### src/rtl/reg_bank_param.sv
// Register bank for the EV22 datapath: GPRs, input/output port windows and W,
// sharing one address space with two registered read ports and one write port.
module reg_bank_param #(
  parameter int DATA_W  = 16,
  parameter int NUM_GPR = 28,
  parameter int NUM_IN  = 2,
  parameter int NUM_OUT = 2,
  parameter int ADDR_W  = 6,
  parameter int W_ADDR  = 34,
  parameter int SYNC_IN = 1
) (
  input  logic                      clk,
  input  logic                      reset,
  input  logic                      rd_en,
  input  logic [ADDR_W-1:0]         rd_a_addr,
  input  logic [ADDR_W-1:0]         rd_b_addr,
  output logic [DATA_W-1:0]         data_a,
  output logic [DATA_W-1:0]         data_b,
  output logic                      rd_valid,
  input  logic                      wr_en,
  input  logic [ADDR_W-1:0]         wr_addr,
  input  logic [DATA_W-1:0]         wr_data,
  input  logic                      w_load,
  input  logic [DATA_W-1:0]         w_load_data,
  output logic [DATA_W-1:0]         w_out,
  input  logic [NUM_IN*DATA_W-1:0]  in_port,
  output logic [NUM_OUT*DATA_W-1:0] out_port,
  output logic [NUM_OUT-1:0]        out_wr_stb
);

  localparam int IN_BASE  = NUM_GPR;
  localparam int OUT_BASE = NUM_GPR + NUM_IN;

  logic [DATA_W-1:0]        gpr_q [NUM_GPR];
  logic [DATA_W-1:0]        gpr_d [NUM_GPR];
  logic [DATA_W-1:0]        out_q [NUM_OUT];
  logic [DATA_W-1:0]        out_d [NUM_OUT];
  logic [DATA_W-1:0]        w_q, w_d;
  logic [NUM_OUT-1:0]       stb_q, stb_d;
  logic [NUM_IN*DATA_W-1:0] sync1_q, sync1_d, sync2_q, sync2_d, in_view;
  logic [DATA_W-1:0]        data_a_q, data_a_d, data_b_q, data_b_d;
  logic                     rd_valid_q, rd_valid_d;
  logic                     first_q, first_d;
  logic [ADDR_W-1:0]        rd_addr [2];
  logic [DATA_W-1:0]        rd_val [2];

  // Next state of every writable register; a W load beats a port C write to W.
  always_comb begin
    gpr_d = gpr_q;
    out_d = out_q;
    stb_d = '0;
    w_d   = w_q;
    if (wr_en) begin
      for (int i = 0; i < NUM_GPR; i++) begin
        if (wr_addr == ADDR_W'(i)) gpr_d[i] = wr_data;
      end
      for (int k = 0; k < NUM_OUT; k++) begin
        if (wr_addr == ADDR_W'(OUT_BASE + k)) begin
          out_d[k] = wr_data;
          stb_d[k] = 1'b1;
        end
      end
      if (wr_addr == ADDR_W'(W_ADDR)) w_d = wr_data;
    end
    if (w_load) w_d = w_load_data;
  end

  // Input synchroniser chain; the read path sees either its tail or the raw pins.
  always_comb begin
    sync1_d = in_port;
    sync2_d = sync1_q;
    in_view = (SYNC_IN != 0) ? sync2_q : in_port;
  end

  // Read muxes take the next-state values, which gives write-through for free.
  always_comb begin
    rd_addr[0] = rd_a_addr;
    rd_addr[1] = rd_b_addr;
    for (int p = 0; p < 2; p++) begin
      rd_val[p] = '0;
      for (int i = 0; i < NUM_GPR; i++) begin
        if (rd_addr[p] == ADDR_W'(i)) rd_val[p] = gpr_d[i];
      end
      for (int k = 0; k < NUM_IN; k++) begin
        if (rd_addr[p] == ADDR_W'(IN_BASE + k)) rd_val[p] = in_view[k*DATA_W +: DATA_W];
      end
      for (int k = 0; k < NUM_OUT; k++) begin
        if (rd_addr[p] == ADDR_W'(OUT_BASE + k)) rd_val[p] = out_d[k];
      end
      if (rd_addr[p] == ADDR_W'(W_ADDR)) rd_val[p] = w_d;
    end
    first_d    = 1'b0;
    rd_valid_d = rd_en & ~first_q;
    data_a_d   = rd_valid_d ? rd_val[0] : data_a_q;
    data_b_d   = rd_valid_d ? rd_val[1] : data_b_q;
  end

  // State registers; first_q drops any read captured on the first edge after reset.
  always_ff @(posedge clk or posedge reset) begin
    if (reset) begin
      for (int i = 0; i < NUM_GPR; i++) gpr_q[i] <= '0;
      for (int k = 0; k < NUM_OUT; k++) out_q[k] <= '0;
      w_q        <= '0;
      stb_q      <= '0;
      sync1_q    <= '0;
      sync2_q    <= '0;
      data_a_q   <= '0;
      data_b_q   <= '0;
      rd_valid_q <= 1'b0;
      first_q    <= 1'b1;
    end else begin
      gpr_q      <= gpr_d;
      out_q      <= out_d;
      w_q        <= w_d;
      stb_q      <= stb_d;
      sync1_q    <= sync1_d;
      sync2_q    <= sync2_d;
      data_a_q   <= data_a_d;
      data_b_q   <= data_b_d;
      rd_valid_q <= rd_valid_d;
      first_q    <= first_d;
    end
  end

  for (genvar k = 0; k < NUM_OUT; k++) begin : g_out
    assign out_port[k*DATA_W +: DATA_W] = out_q[k];
  end

  assign data_a     = data_a_q;
  assign data_b     = data_b_q;
  assign rd_valid   = rd_valid_q;
  assign w_out      = w_q;
  assign out_wr_stb = stb_q;

endmodule

### config.mk
export PLATFORM = sky130hd
export DESIGN_NAME = reg_bank_param
export DESIGN_NICKNAME = d
export VERILOG_FILES = /design/src/rtl/reg_bank_param.sv
export SDC_FILE = /design/constraint.sdc
export NUM_CORES = 2
export LEC_CHECK = 0
export CAP_MARGIN = 0
export CORE_MARGIN = 3
export CORE_UTILIZATION = 35
export DETAILED_ROUTE_END_ITERATION = 16
export PLACE_DENSITY = 0.52
export SLEW_MARGIN = 20
export SYNTH_ARGS = -nofsm -noshare
export SYNTH_HDL_FRONTEND = slang
export SYNTH_SLANG_ARGS = --single-unit
export TNS_END_PERCENT = 30
### constraint.sdc
create_clock -name clk -period 22.2 [get_ports clk]
set_input_delay 4.44 -clock clk [delete_from_list [all_inputs] [get_ports clk]]
set_output_delay 4.44 -clock clk [all_outputs]
set_load 0.03 [all_outputs]
==> flow_metrics.env <==
export IMPL_antenna_left=0
export IMPL_die_h_microns=307
export IMPL_fin_skew_ns=0.0451
export IMPL_setup_viol=0
export IMPL_yosysMostFrequentCell="dfrtp_1"
export IMPL_utilization_pct=42.0
export IMPL_drt_pass1_iterations=6
export IMPL_drt_wirelength_per_cell_microns=32.9
export IMPL_gp_congestion=0.976
export IMPL_rows=109
export IMPL_min_from="sync1_q[21]"
export IMPL_cp_end_kind="flop"
export IMPL_grt_pass1_wl_microns=216000
export IMPL_r2r_end="data_b[5]"
export IMPL_insertion_delay_ns=0.64
export IMPL_syn_avg_cell_area_sq_um=9.61
export IMPL_power_per_cell_area_nw_per_um2=81.9
export IMPL_seqPwrFrac_pct=41.4
export IMPL_min_period_ns=8.39
export IMPL_cts_root_buf="clkbuf_16"
export IMPL_synth_cell_area_sq_um=31600
export IMPL_ys_seq_area_share_pct=47.2
export IMPL_dp_hpwl_microns=106000
export IMPL_start_util_pct=35.5
export IMPL_met1_usage_pct=43.9
export IMPL_syn2layout_area_growth_pct=18.0
export IMPL_synth_commonest_cells="595 x dfrtp_1, 268 x o21ai_0, 259 x nand2_1"
export IMPL_cts_buffer_depth=3
export IMPL_core_area_sq_um=88900
export IMPL_hold_end="in_view[21]"
export IMPL_reg2regPathDepth=8
export IMPL_drv_slew=0
export IMPL_grt_busiest_layer="met2"
export IMPL_ys_types=86
export IMPL_synth_async_reset_ratio_pct=100
export IMPL_arrival_ns=8.89
export IMPL_floorplan_io_pins=170
export IMPL_synthesis_yosys_warnings=0
export IMPL_h_tree_depth=3
export IMPL_antenna_found_initial=4
export IMPL_cp_max_fo=36
export IMPL_power_frac_comb_pct=17.3
export IMPL_track_usage_pct=31.5
export IMPL_post_cts_buffers=0
export IMPL_post_route_period_util_pct=37.8
export IMPL_numCtsBuffers=73
export IMPL_critical_path_required_ns=22.70
export IMPL_fin_setup_tns_ns=0
export IMPL_p_sw_share_pct=30.0
export IMPL_remaining_drc_errors=0
export IMPL_cts_resized=0
export IMPL_holdPathStages=0
export IMPL_min_path_type="flop to flop"
export IMPL_total_power_mw=3.05
export IMPL_drive_gt1_share_pct=13.9
export IMPL_cts_tree="yes"
export IMPL_power_switching_uw=917
export IMPL_grt_max_degree=159
export IMPL_hold_buffers=0
export IMPL_finalNetCount=3505
export IMPL_yosys_top_cells_area="dfrtp_1 47%, mux2i_1 7.5%, mux2_2 6.3%"
export IMPL_grt_overflow=0
export IMPL_path_class="primary input to flop"
export IMPL_worst_r2r_setup_slack_ns=19.28
export IMPL_multi_input_area_sq_um=14900
export IMPL_clkTransAtPathRegs_ns=0.06
export IMPL_dieArea_sq_um=94000
export IMPL_fill_cells=8790
export IMPL_yosysTopAreaCellShare_pct=47.1
export IMPL_internal_power_mw=2.14
export IMPL_grt_use_met2_pct=45.3
export IMPL_startpoint_type="primary input"
export IMPL_worst_pin_slew_ns=1.20
export IMPL_hold_slack_ns=0.343
export IMPL_synth_top_area_cell="dfrtp_1"
export IMPL_synth_edf_count=0
export IMPL_drt_initial_drc_count=4381
export IMPL_use_met3_pct=8.67
export IMPL_ys_ff_latch=596
export IMPL_dr_total_vias=29939
export IMPL_peakVddDrop_mv=0.0501
export IMPL_ff_latch_area_sq_um=14900
export IMPL_via_per_inst=6.45
export IMPL_numPortBuffers=169
export IMPL_rsz0062_at_grt="no"
export IMPL_clockPowerShare_pct=41.3
export IMPL_p_leak_nw=18.2
export IMPL_worstReg2RegStart="first_q"
export IMPL_grt_pass1_vias=29026
export IMPL_hold_violations=0
export IMPL_slew_limit_headroom_pct=19.1
export IMPL_synthFlopType="dfrtp_1"
export IMPL_synthCells=3290
export IMPL_diodes=0
export IMPL_status="completed"
export IMPL_syn_num_nets=3377
export IMPL_cap_violations=0
export IMPL_wl_microns=153000
export IMPL_die_w_microns=307
export IMPL_clock_sinks=596
export IMPL_fmax_mhz=119
-- routing by layer --
layer	vias to the layer above	share of wire (%)
li1	12352	-
met1	15062	41
met2	2056	42
met3	465	12
met4	4	5.6
met5	-	0.018
-- state kept, by name (all words and copies together) (netlist names) --
signal      cells
data_b         16
first_q         1
in_view        32
sync1_q        32
data_a         16
out_port       32
out_wr_stb      2
w_out          16
gpr_q         448
rd_valid        1
-- cell families (layout without fill, tap and decap cells) --
| group | Yosys count | after routing | share of synthesized area [%] |
|---|---|---|---|
| AO/OA/AOI/OAI | 1048 | 1048 | 21.5 |
| buffers and inverters | 479 | 663 | 5.87 |
| other | 1 | 1 | 0.0119 |
| AND/OR/NAND/NOR | 748 | 748 | 11.4 |
| flip-flops | 596 | 596 | 47.2 |
| multiplexers | 418 | 418 | 14.1 |
-- worst max path at each step --
stage	startpoint	to	slack (ns)
CTS	wr_addr[0]	data_b[11]	14.03
finish	rd_b_addr[1]	data_b[4]	13.81
global route	wr_addr[1]	data_a[3]	13.83
floorplan	reset	data_a[0]	1.08
detailed placement	wr_addr[5]	data_a[3]	13.37
global placement	rd_b_addr[1]	data_b[4]	13.43
-- power groups by stage --
| stage | Sequential [mW] | Clock, mW | Combinational [mW] |
|---|---|---|---|
| final | 1.26 | 1.26 | 0.530 |
| after global routing | 1.27 | 1.31 | 0.562 |
| after CTS | 1.26 | 1.27 | 0.518 |
| after detailed placement | 1.28 | 0 | 0.515 |
| after global placement | 1.28 | 0 | 0.513 |
| after floorplan | 1.30 | 0 | 0.280 |
-- through the flow --
stage / cell area [sq um] / setup WS (ns) / instances
global route: 37300 / 13.83 / 4639
detailed placement: 34800 / 13.37 / 4508
global placement: 34800 / 13.43 / 4508
CTS: 37300 / 14.03 / 4639
finish: 37300 / 13.81 / 4639
floorplan: 31600 / 1.08 / 3290
-- worst max-delay path, stage by stage --
cell and delay, ns:
buf_4 0.19, buf_4 0.47, inv_2 0.31, nor2_1 0.90
nand4b_1 0.82, nand2_1 0.73, a21oi_1 0.13, a222oi_1 0.46
o31a_1 0.30, o21ai_1 0.09
-- placed cells by master, fill, tap and decap left out, drive strengths merged, types with 65 or more instances in the layout --
cell	netlist	final
dfrtp	595	595
mux2	179	179
nand3	125	125
clkdlybuf4s50	0	165
mux2i	236	236
o21ai	277	277
o22ai	105	105
nand2	263	263
inv	223	227
nor3	65	65
buf	64	144
a21oi	223	223
clkbuf	192	104
nor2	165	165
-- layout make-up --
type | count | share of cell area [%]
sequential | 596 | 40.0
timing repair buffer | 309 | 7.34
multi-input combinational | 2215 | 39.9
inverter | 223 | 2.26
tap | 1165 | 3.91
clock inverter | 27 | 0.976
clock buffer | 104 | 5.67
Note: power is estimated with default switching activity, not from simulation.
